<file path="config.mk">
export PLATFORM = sky130hd
export DESIGN_NAME = result_buffer
export DESIGN_NICKNAME = d
export VERILOG_FILES = /design/src/rtl/result_buffer.sv
export SDC_FILE = /design/constraint.sdc
export NUM_CORES = 1
export LEC_CHECK = 0
export ABC_AREA = 1
export BUFFER_PORTS_ARGS = -buffer_cell sky130_fd_sc_hd__clkbuf_2
export CORE_UTILIZATION = 57
export CTS_CLUSTER_SIZE = 20
export DETAILED_ROUTE_END_ITERATION = 10
export PLACE_DENSITY = 0.81
export SYNTH_ARGS = -nofsm -noshare
export SYNTH_HDL_FRONTEND = slang
export SYNTH_SLANG_ARGS = --single-unit
export TNS_END_PERCENT = 5
</file>
<file path="constraint.sdc">
create_clock -name clk -period 4.88 [get_ports clk]
set_clock_uncertainty 0.2 [all_clocks]
set_input_delay 0.488 -clock clk [delete_from_list [all_inputs] [get_ports clk]]
set_output_delay 0.488 -clock clk [all_outputs]
set_load 0.01 [all_outputs]
</file>
<file path="src/rtl/result_buffer.sv">
// rtl/result_buffer.sv - in-order result FIFO between the adder pipeline and writeback; optional zero-latency path under RESULT_BUFFER_BYPASS_EN
module result_buffer #(
    parameter int WIDTH = 9,
    parameter int DEPTH = 4
) (
    input  logic                     clk,
    input  logic                     rst_n,
    input  logic                     flush,
    input  logic                     in_valid,
    input  logic [WIDTH-1:0]         in_result,
    output logic                     in_ready,
    output logic                     out_valid,
    output logic [WIDTH-1:0]         out_result,
    input  logic                     out_ready,
    output logic [$clog2(DEPTH):0]   count
);

    localparam int AW = $clog2(DEPTH);
    localparam int CW = AW + 1;

    logic [WIDTH-1:0] mem [DEPTH];
    logic [AW-1:0]    wr_ptr;
    logic [AW-1:0]    rd_ptr;
    logic [CW-1:0]    count_q;
    logic             full;
    logic             empty;
    logic             push;
    logic             pop;

    assign full     = (count_q == CW'(DEPTH));
    assign empty    = (count_q == '0);
    assign count    = count_q;
    // Ready depends only on occupancy, so a pop at full does not admit a push until the next cycle.
    assign in_ready = !full;
    // Only stored entries are ever popped from the array; a bypassed result never touches it.
    assign pop      = !empty && out_ready;

`ifdef RESULT_BUFFER_BYPASS_EN
    logic bypass;
    assign bypass = empty && !flush;

    // When empty, the incoming result is offered straight to the consumer and stored only if refused.
    always_comb begin
        out_valid  = !empty || (bypass && in_valid);
        out_result = '0;
        if (!empty) begin
            out_result = mem[rd_ptr];
        end else if (bypass && in_valid) begin
            out_result = in_result;
        end
        push = in_valid && in_ready && !(bypass && out_ready);
    end
`else
    // Outputs come from registered state only; the head entry is visible one edge after its push.
    always_comb begin
        out_valid  = !empty;
        out_result = empty ? '0 : mem[rd_ptr];
        push       = in_valid && in_ready;
    end
`endif

    // Pointer and occupancy update; reset beats flush, flush beats any push or pop.
    always_ff @(posedge clk) begin
        if (!rst_n) begin
            wr_ptr  <= '0;
            rd_ptr  <= '0;
            count_q <= '0;
        end else if (flush) begin
            wr_ptr  <= '0;
            rd_ptr  <= '0;
            count_q <= '0;
        end else begin
            if (push) begin
                wr_ptr <= wr_ptr + AW'(1);
            end
            if (pop) begin
                rd_ptr <= rd_ptr + AW'(1);
            end
            case ({push, pop})
                2'b10:   count_q <= count_q + CW'(1);
                2'b01:   count_q <= count_q - CW'(1);
                default: count_q <= count_q;
            endcase
        end
    end

    // Result storage; contents are left untouched by reset and flush since the pointers hide them.
    always_ff @(posedge clk) begin
        if (rst_n && !flush && push) begin
            mem[wr_ptr] <= in_result;
        end
    end

endmodule
</file>
==> impl_metrics.tcl, run 1 <==
set metrics [dict create \
    synth_seq_cells 45 \
    yosysUniqueCellTypes 19 \
    nFillCells 265 \
    required_ns 4.19 \
    dieArea_um2 3655 \
    via_per_inst 5.216 \
    cp-end-kind "output pin" \
    rows 20 \
    hpwl_um 2442 \
    crit_fanout 19 \
    initialDrtViolationCount 76 \
    arrival_ns 1.97 \
    syn-num-nets 200 \
    rr_endpoint "mem[3][5]" \
    grt_overflow_total 0 \
    syn_avg_cell_area_um2 10.82 \
    cts_resized 0 \
    syn_inst 180 \
    routed_wl_um 3371 \
    ant_nets 0 \
    cts_made_buffers 5 \
    whs_ns 0.1519 \
    first_pass_iters 4 \
    fin_crit_sh_pct 54.38 \
    grt_max_degree 20 \
    slew_violations 0 \
    rrSetupSlack_ns 2.77 \
    drive_gt1_share_pct 20.85 \
    hold_depth 1 \
    hp-class "in -> reg" \
    worst_pin_slew_ns 0.8882 \
    setup_viol_count_final 0 \
    yosys_warnings 0 \
    crit_type "reg -> out" \
    layout.area.seq_um2 1261 \
    wl_per_cell_um 13.22 \
    cts.root.buffer_cell "clkbuf_4" \
    die_w_um 60.46 \
    grt_pass1_vias 1212 \
    startpoint_type "register" \
    cts_tree "yes" \
    core_region_area_um2 3153 \
    design_area_um2 2163 \
    area_growth_syn_to_layout_pct 11.05 \
    cts_buffer_depth 2 \
    pwr_density_cell_nw_per_um2 325.7 \
    peakVddDrop_mv 0.2049 \
    final_util_pct 68.61 \
    fmax_ghz 0.3768 \
    slew_headroom_pct 40.57 \
    portBuffers 27 \
    grt.total_usage_pct 20.79 \
    r2r-start "count[1]" \
    maxCapViolations 0 \
    hold_buffers 0 \
    min-delay-start "in_result[2]" \
    place_congestion 0.7847 \
    grt_pass1_wl_um 5209 \
    final_nets 230 \
    place_area_um2 2085 \
    dieHeight_um 60.46 \
    cts.clk_slew.worst_paths_ns 0.13 \
    syn-cell-area_um2 1948 \
    initial_core_util_pct 61.79 \
    antenna_found_initial 0 \
    yosysSeqAreaShare_pct 64.74 \
    timing.final.crit_period_ns 2.654 \
    cts.sinks 45 \
    htreeDepth 2 \
    rr_worst_depth 4 \
    vias 1330 \
    setup_tns_ns 0 \
    finalHoldViolCount 0 \
    clock_latency_ns 0.35 \
    diodes 0 \
    drc 0 \
    ios 28 \
    multi_input_area_um2 554.3 \
    rsz0062_at_grt "no" \
    worstHoldEndpoint "mem[2][2]" \
    cts_setup_buffers 0 \
    power_leakage_nw 0.8441 \
    status "finished, final reports clean" \
]
## per-stage QoR
| step | power (W) | std cells | setup slack [ns] |
|---|---|---|---|
| 4_1_cts | 0.0007094 | 255 | 2.203 |
| 3_5_place_dp | 0.0004941 | 247 | 2.602 |
| 2_1_floorplan | 0.0004707 | 180 | 2.927 |
| 6_report | 0.0007046 | 255 | 2.226 |
| 5_1_grt | 0.0007328 | 255 | 2.079 |
| 3_3_place_gp | 0.0004913 | 247 | 2.665 |
## logic make-up after synthesis
group / Yosys count / share of synthesized area, %
buf+inv: 25 / 6.808
flops: 45 / 64.74
simple gates: 71 / 15.41
fa+ha+maj: 6 / 4.239
compound gates: 33 / 8.799
## synthesized netlist by cell type
library cell	n	area, um^2
o21ai_1	10	50.05
nand3b_1	1	7.510
nor2_4	1	11.26
fa_1	1	20.02
nand3_1	4	20.02
buf_12	1	20.02
inv_2	3	11.26
ha_1	5	62.56
o21ai_0	10	50.05
edfxtp_1	36	1081
nand2_1	14	52.55
dfxtp_1	9	180.2
inv_1	18	67.56
nor2_1	46	172.7
a21oi_1	12	60.06
nor2_2	4	25.02
a21boi_2	1	11.26
buf_6	3	33.78
nand2_4	1	11.26
## flip-flops by register name (all words and copies together), names as in the netlist, named ones only
| register | flops |
|---|---|
| wr_ptr | 2 |
| count | 3 |
| mem | 36 |
| rd_ptr | 2 |
## power by group
part	internal [W]	switching, W
sequential	0.000420	0.00000560
clock	0.000106	0.000113
combinational	0.0000216	0.0000385
## final cells by class
cell class	instances	share of cell area, %
Clock buffer	5	1.735
Clock inverter	3	1.909
Inverter	21	3.644
Multi-Input combinational cell	110	25.62
Sequential cell	45	58.30
Tap cell	44	2.545
Timing Repair Buffer	27	6.246
## cells in the final DEF (no fill, tap or decap), types with 3 or more instances in the layout
cell type / n
dfxtp_1: 9
o21ai_1: 10
nand3_1: 4
nand2_1: 14
clkbuf_4: 5
a21oi_1: 12
clkbuf_2: 27
inv_2: 3
ha_1: 5
inv_1: 18
edfxtp_1: 36
nor2_1: 46
o21ai_0: 10
nor2_2: 4
## worst max path at each step
stage | startpoint | end | slack, ns
6_report | register | out_result[4] | 2.23
5_1_grt | register | out_result[4] | 2.08
4_1_cts | register | out_result[4] | 2.20
3_5_place_dp | rst_n | mem[3][7] | 2.60
3_3_place_gp | rst_n | mem[3][7] | 2.67
2_1_floorplan | count[2] | count[2] | 2.93
## routing by layer
metal	vias to the layer above	track usage (%)	part of all wire (%)
met5	-	0	0
met4	0	11.69	1.8
met3	7	4.691	4.5
met2	38	35.79	52
met1	623	24.06	42
li1	662	-	-
## critical path, cell delays in order, from the launching register on
cell and delay, ns:
dfxtp_1 0.77, inv_2 0.29, o21ai_0 0.30, a21oi_1 0.11
clkbuf_2 0.13
(Power assumes the default switching activity.)
==> run 2, diff against run 1 <==
--- a/config.mk
+++ b/config.mk
@@ -7,10 +7,10 @@
 export LEC_CHECK = 0
 export ABC_AREA = 1
 export BUFFER_PORTS_ARGS = -buffer_cell sky130_fd_sc_hd__clkbuf_2
-export CORE_UTILIZATION = 57
+export CORE_UTILIZATION = 56
 export CTS_CLUSTER_SIZE = 20
 export DETAILED_ROUTE_END_ITERATION = 10
-export PLACE_DENSITY = 0.81
+export PLACE_DENSITY = 0.79
 export SYNTH_ARGS = -nofsm -noshare
 export SYNTH_HDL_FRONTEND = slang
 export SYNTH_SLANG_ARGS = --single-unit
==> constraint.sdc (replaced) <==
create_clock -name clk -period 2.55 [get_ports clk]
set_clock_uncertainty 0.2 [all_clocks]
set_input_delay 0.255 -clock clk [delete_from_list [all_inputs] [get_ports clk]]
set_output_delay 0.255 -clock clk [all_outputs]
set_load 0.01 [all_outputs]
==> run 2 against run 1 <==
Clock power increased by 88%. Critical path depth increased by 2. Clock-buffer cell count increased by 1. Wire length increased by 5.4%. Highest routed layer unchanged.
==> impl_metrics.tcl, run 2 (same netlist as run 1, synthesis figures left out) <==
set metrics [dict create \
    status "finished, final reports clean" \
    die_w_um 60.98 \
    grt_overflow_total 0 \
    crit_chain "buf_4 > nor2_1 > nor2_1 > o21ai_0 > a21oi_1 > clkbuf_2" \
    antenna_found_initial 0 \
    layout_common_cells "nor2_1 (46), edfxtp_1 (36), clkbuf_2 (27)" \
    largest_reg_flops 36 \
    crit_type "reg -> out" \
    htreeDepth 2 \
    clkPwrFrac_pct 30.3 \
    largest_register "mem" \
    whs_ns 0.01926 \
    core_region_area_um2 3337 \
    arrival_ns 1.71 \
    timing.final.crit_period_ns 2.166 \
    cts_made_buffers 5 \
    pwr_density_cell_nw_per_um2 585.0 \
    drc 0 \
    grt.total_usage_pct 21.73 \
    crit_path_top_delay_cell "dfxtp_1" \
    wl_per_cell_um 12.96 \
    worst_pin_slew_ns 0.4301 \
    cts.root.buffer_cell "clkbuf_4" \
    ant_nets 0 \
    slew_violations 0 \
    wl_met2_um 1913 \
    maxCapViolations 0 \
    cts_tree "yes" \
    final_nets 247 \
    routed_wl_um 3552 \
    switching_share_pct 21.75 \
    ios 28 \
    internal_power_w 0.001062 \
    fin_crit_sh_pct 84.95 \
    hp-class "in -> reg" \
    final_util_pct 69.52 \
    grt_pass1_wl_um 5485 \
    clock_latency_ns 0.36 \
    drive_gt1_share_pct 21.05 \
    grt_max_degree 19 \
    required_ns 2.10 \
    dieHeight_um 60.98 \
    startpoint_type "register" \
    area_growth_syn_to_layout_pct 19.07 \
    grt_pass1_vias 1309 \
    cts_setup_buffers 0 \
    rows 21 \
    portBuffers 27 \
    crit_family "flip-flops" \
    initialDrtViolationCount 57 \
    initial_core_util_pct 58.38 \
    first_pass_iters 4 \
    diodes 0 \
    crit_path_max_incr_delay_ns 0.56 \
    setup_tns_ns 0 \
    rsz0062_at_grt "no" \
    crit_fanout 10 \
    wl_met3_um 111 \
    power_switching_w 0.0002952 \
    peakVddDrop_mv 0.4026 \
    vias 1346 \
    place_congestion 0.7279 \
    seqPwrFrac_pct 59.9 \
    finalPower_w 0.001357 \
    via_per_inst 4.912 \
    setup_viol_count_final 0 \
    cts.clk_slew.worst_paths_ns 0.13 \
    hpwl_um 2412 \
    wl_met1_um 1476 \
    power_leakage_nw 0.9251 \
    layout_commonest_cell "nor2_1" \
    worst_path_most_repeated_cell "nor2_1" \
    cp-end-kind "output pin" \
    cts_resized 0 \
    cts.sinks 45 \
    cts_buffer_depth 2 \
    combPwrFrac_pct 9.8 \
    slew_headroom_pct 71.29 \
    highest_layer "met4" \
    place_ws_ns 0.4891 \
    dieArea_um2 3719 \
    finalHoldViolCount 0 \
    critPathBufInv 2 \
    final.setup.worst_slack_ns 0.3837 \
    fmax_ghz 0.4616 \
    rrSetupSlack_ns 0.46 \
]
==> run 2: layout make-up <==
type / instances / area (um^2)
timing repair buffer: 44 / 292.8
clock inverter: 2 / 33.78
tap: 46 / 57.56
multi-input combinational: 110 / 554.3
inverter: 21 / 78.83
clock buffer: 6 / 41.29
sequential: 45 / 1261
fill: 255 / 1017
==> run 2: worst register-to-register path, cell delays in order (launching register included) <==
cell     delay, ns
dfxtp_1       0.42
inv_1         0.12
nand2_4       0.11
nand2_1       0.07
inv_1         0.09
ha_1          0.17
inv_1         0.07
fa_1          0.39
nand2_1       0.08
nand3_1       0.09
nand2_1       0.08
nand2_1       0.07
nor2_1        0.10
==> run 2: repair_timing <==
action / 4_1_cts / 5_1_grt
hold endpoints to repair: 43 / 0
hold buffers: 12 / 0
endpoints found under the setup margin: 0 / 0
==> run 2: final timing paths <==
check / depth (start not counted) / to / start
worst max-delay path: 6 / out_result[5] / register
worst min-delay path: 4 / wr_ptr[0] / in_valid
worst min register to register: 2 / wr_ptr[1] / wr_ptr[1]
worst max register to register: 12 / count[2] / count[2]
==> run 2: metal layers <==
metal | global-route usage, % | up-vias
met2 | 40.03 | 26
met3 | 4.478 | 6
met4 | 12.01 | 0
li1 | - | 694
met1 | 23.08 | 620
met5 | 0 | -
==> run 2: metrics by stage <==
step                      instance area (um^2)  std cells
after floorplan                           1948        180
after global placement                    2125        254
after detailed placement                  2125        254
after CTS                                 2320        274
after global routing                      2320        274
final                                     2320        274
==> run 2: power by group through the flow <==
stage | Combinational [W] | Clock, W | Sequential (W)
finish | 0.000133 | 0.000412 | 0.000813
global route | 0.000149 | 0.000449 | 0.000814
CTS | 0.000134 | 0.000418 | 0.000812
detailed placement | 0.000120 | 0 | 0.000829
global placement | 0.000113 | 0 | 0.000828
floorplan | 0.0000731 | 0 | 0.000828
==> run 3, diff against run 2 <==
--- a/config.mk
+++ b/config.mk
@@ -7,10 +7,10 @@
 export LEC_CHECK = 0
 export ABC_AREA = 1
 export BUFFER_PORTS_ARGS = -buffer_cell sky130_fd_sc_hd__clkbuf_2
-export CORE_UTILIZATION = 56
+export CORE_UTILIZATION = 50
 export CTS_CLUSTER_SIZE = 20
 export DETAILED_ROUTE_END_ITERATION = 10
-export PLACE_DENSITY = 0.79
+export PLACE_DENSITY = 0.75
 export SYNTH_ARGS = -nofsm -noshare
 export SYNTH_HDL_FRONTEND = slang
 export SYNTH_SLANG_ARGS = --single-unit
==> constraint.sdc (replaced) <==
create_clock -name clk -period 1.85 [get_ports clk]
set_clock_uncertainty 0.2 [all_clocks]
set_input_delay 0.185 -clock clk [delete_from_list [all_inputs] [get_ports clk]]
set_output_delay 0.185 -clock clk [all_outputs]
set_load 0.01 [all_outputs]
==> run 3 against run 2 <==
The run now ends with setup timing left. Via count rose by 2.4%. First-iteration DRC count decreased by 18%. Hold slack gained 0.010 ns. Critical path type is now reg -> reg. Largest cell class unchanged.
==> impl_metrics.tcl, run 3 (same netlist as run 1, synthesis figures left out) <==
set metrics [dict create \
    final_nets 254 \
    dieHeight_um 64.42 \
    setup_tns_ns -0.008216 \
    hpwl_um 2232 \
    startpoint_type "register" \
    drive_gt1_share_pct 27.66 \
    place_congestion 0.7474 \
    required_ns 1.84 \
    vias 1378 \
    switching_share_pct 21.34 \
    busiest_layer "met2" \
    clkPwrFrac_pct 35.2 \
    slew_headroom_pct 83.85 \
    wl_per_cell_um 11.84 \
    cts_made_buffers 5 \
    peakVddDrop_mv 0.3977 \
    largest_reg_flops 36 \
    timing.final.crit_period_ns 1.858 \
    hp-class "in -> reg" \
    first_pass_iters 4 \
    area_growth_syn_to_layout_pct 24.86 \
    arrival_ns 1.84 \
    drc 0 \
    grt_overflow_total 0 \
    seqPwrFrac_pct 55.1 \
    grt.total_usage_pct 17.76 \
    power_leakage_nw 0.9773 \
    diodes 0 \
    htreeDepth 2 \
    routed_wl_um 3352 \
    initialDrtViolationCount 47 \
    cts_buffer_depth 2 \
    fmax_ghz 0.5382 \
    layout_commonest_cell "nor2_1" \
    slew_violations 0 \
    cts.sinks 45 \
    crit_fanout 4 \
    failed_checks "setup timing" \
    grt_use_met1_pct 20.90 \
    crit_type "reg -> reg" \
    grt_max_degree 19 \
    cts.clk_slew.worst_paths_ns 0.08 \
    initial_core_util_pct 52.82 \
    pwr_density_cell_nw_per_um2 834.4 \
    place_ws_ns -0.04365 \
    rsz0062_at_grt "yes" \
    fin_crit_sh_pct 100.4 \
    worst_pin_slew_ns 0.2420 \
    via_per_inst 4.869 \
    grt_util_met2_pct 30.39 \
    met3_usage_pct 4.577 \
    clock_latency_ns 0.29 \
    ios 28 \
    internal_power_w 0.001597 \
    dieArea_um2 4150 \
    grt_pass1_vias 1215 \
    cts.root.buffer_cell "clkbuf_8" \
    setup_viol_count_final 1 \
    final.setup.worst_slack_ns -0.008216 \
    cp-end-kind "register" \
    ant_nets 0 \
    status "complete, but fails checks" \
    cts_tree "yes" \
    portBuffers 27 \
    core_region_area_um2 3689 \
    rows 22 \
    layout_common_cells "nor2_1 (46), edfxtp_1 (36), clkbuf_2 (27)" \
    power_switching_w 0.0004330 \
    grt_pass1_wl_um 5361 \
    maxCapViolations 0 \
    finalHoldViolCount 0 \
    combPwrFrac_pct 9.7 \
    largest_register "mem" \
    nFillCells 275 \
    die_w_um 64.42 \
    antenna_found_initial 0 \
]
## run 3: cell types whose count changed in the layout (fill, tap and decap cells not counted), moves of 3 or more
cell      previous run  this run
clkbuf_4             5         0
dfxtp_1              9         5
dfxtp_2              0         3
buf_4                5        12
clkbuf_8             0         5
## run 3: path summary, 6_finish.rpt
check / start / end / slack (ns) / cells past startpoint
min: out_ready / register / 0.03 / 4
max: count[1] / count[2] / -0.008 / 12
max reg2reg: count[1] / count[2] / -0.008 / 12
min reg2reg: rd_ptr[1] / register / 0.30 / 2
## run 3: per-layer routing
layer	vias up	share of wire [%]
met1	620	42
li1	706	-
met5	-	0
met2	42	50
met3	10	4.7
met4	0	3.1
## run 3: layout make-up
class	count	area, um^2	share of cell area [%]
inverter	21	82.58	3.395
clock inverter	3	46.29	1.903
multi-input combinational	110	559.3	22.99
clock buffer	5	68.82	2.829
tap	48	60.06	2.469
timing repair buffer	51	346.6	14.25
sequential	45	1269	52.16
## run 3: per-stage QoR
stage	std cells	utilization (%)	area [um^2]	hold slack [ns]	power (W)
floorplan	180	-	1952	0.08387	0.001243
detailed placement	264	59.40	2191	0.2038	0.001318
global placement	264	59.40	2191	0.2026	0.001314
global route	283	65.94	2432	0.04178	0.002116
finish	283	65.94	2432	0.02944	0.002030
CTS	283	65.60	2420	0.009822	0.002051
## run 3: timing repair
action,in CTS,in global routing
setup endpoints to repair,4,9
pin swaps,1,2
gates cloned,0,0
hold endpoints to repair,40,0
buffers inserted,0,0
gates resized for setup,2,6
hold buffers,11,0
## run 3: critical path, stage by stage (launching register included)
cell and delay, ns:
dfxtp_2 0.35, nor2_4 0.16, a21boi_2 0.08, inv_1 0.07, ha_2 0.17, inv_1 0.06
fa_2 0.34, inv_1 0.06, nand2_1 0.04, nand3_1 0.08, nand2_1 0.06, nand2_1 0.05
nor2_1 0.03
## run 3: power groups by stage
stage / sequential (W) / combinational [W] / clock, W
6_report: 0.00112 / 0.000197 / 0.000714
5_1_grt: 0.00112 / 0.000221 / 0.000776
4_1_cts: 0.00112 / 0.000194 / 0.000738
3_5_place_dp: 0.00114 / 0.000176 / 0
3_3_place_gp: 0.00114 / 0.000173 / 0
2_1_floorplan: 0.00114 / 0.000101 / 0
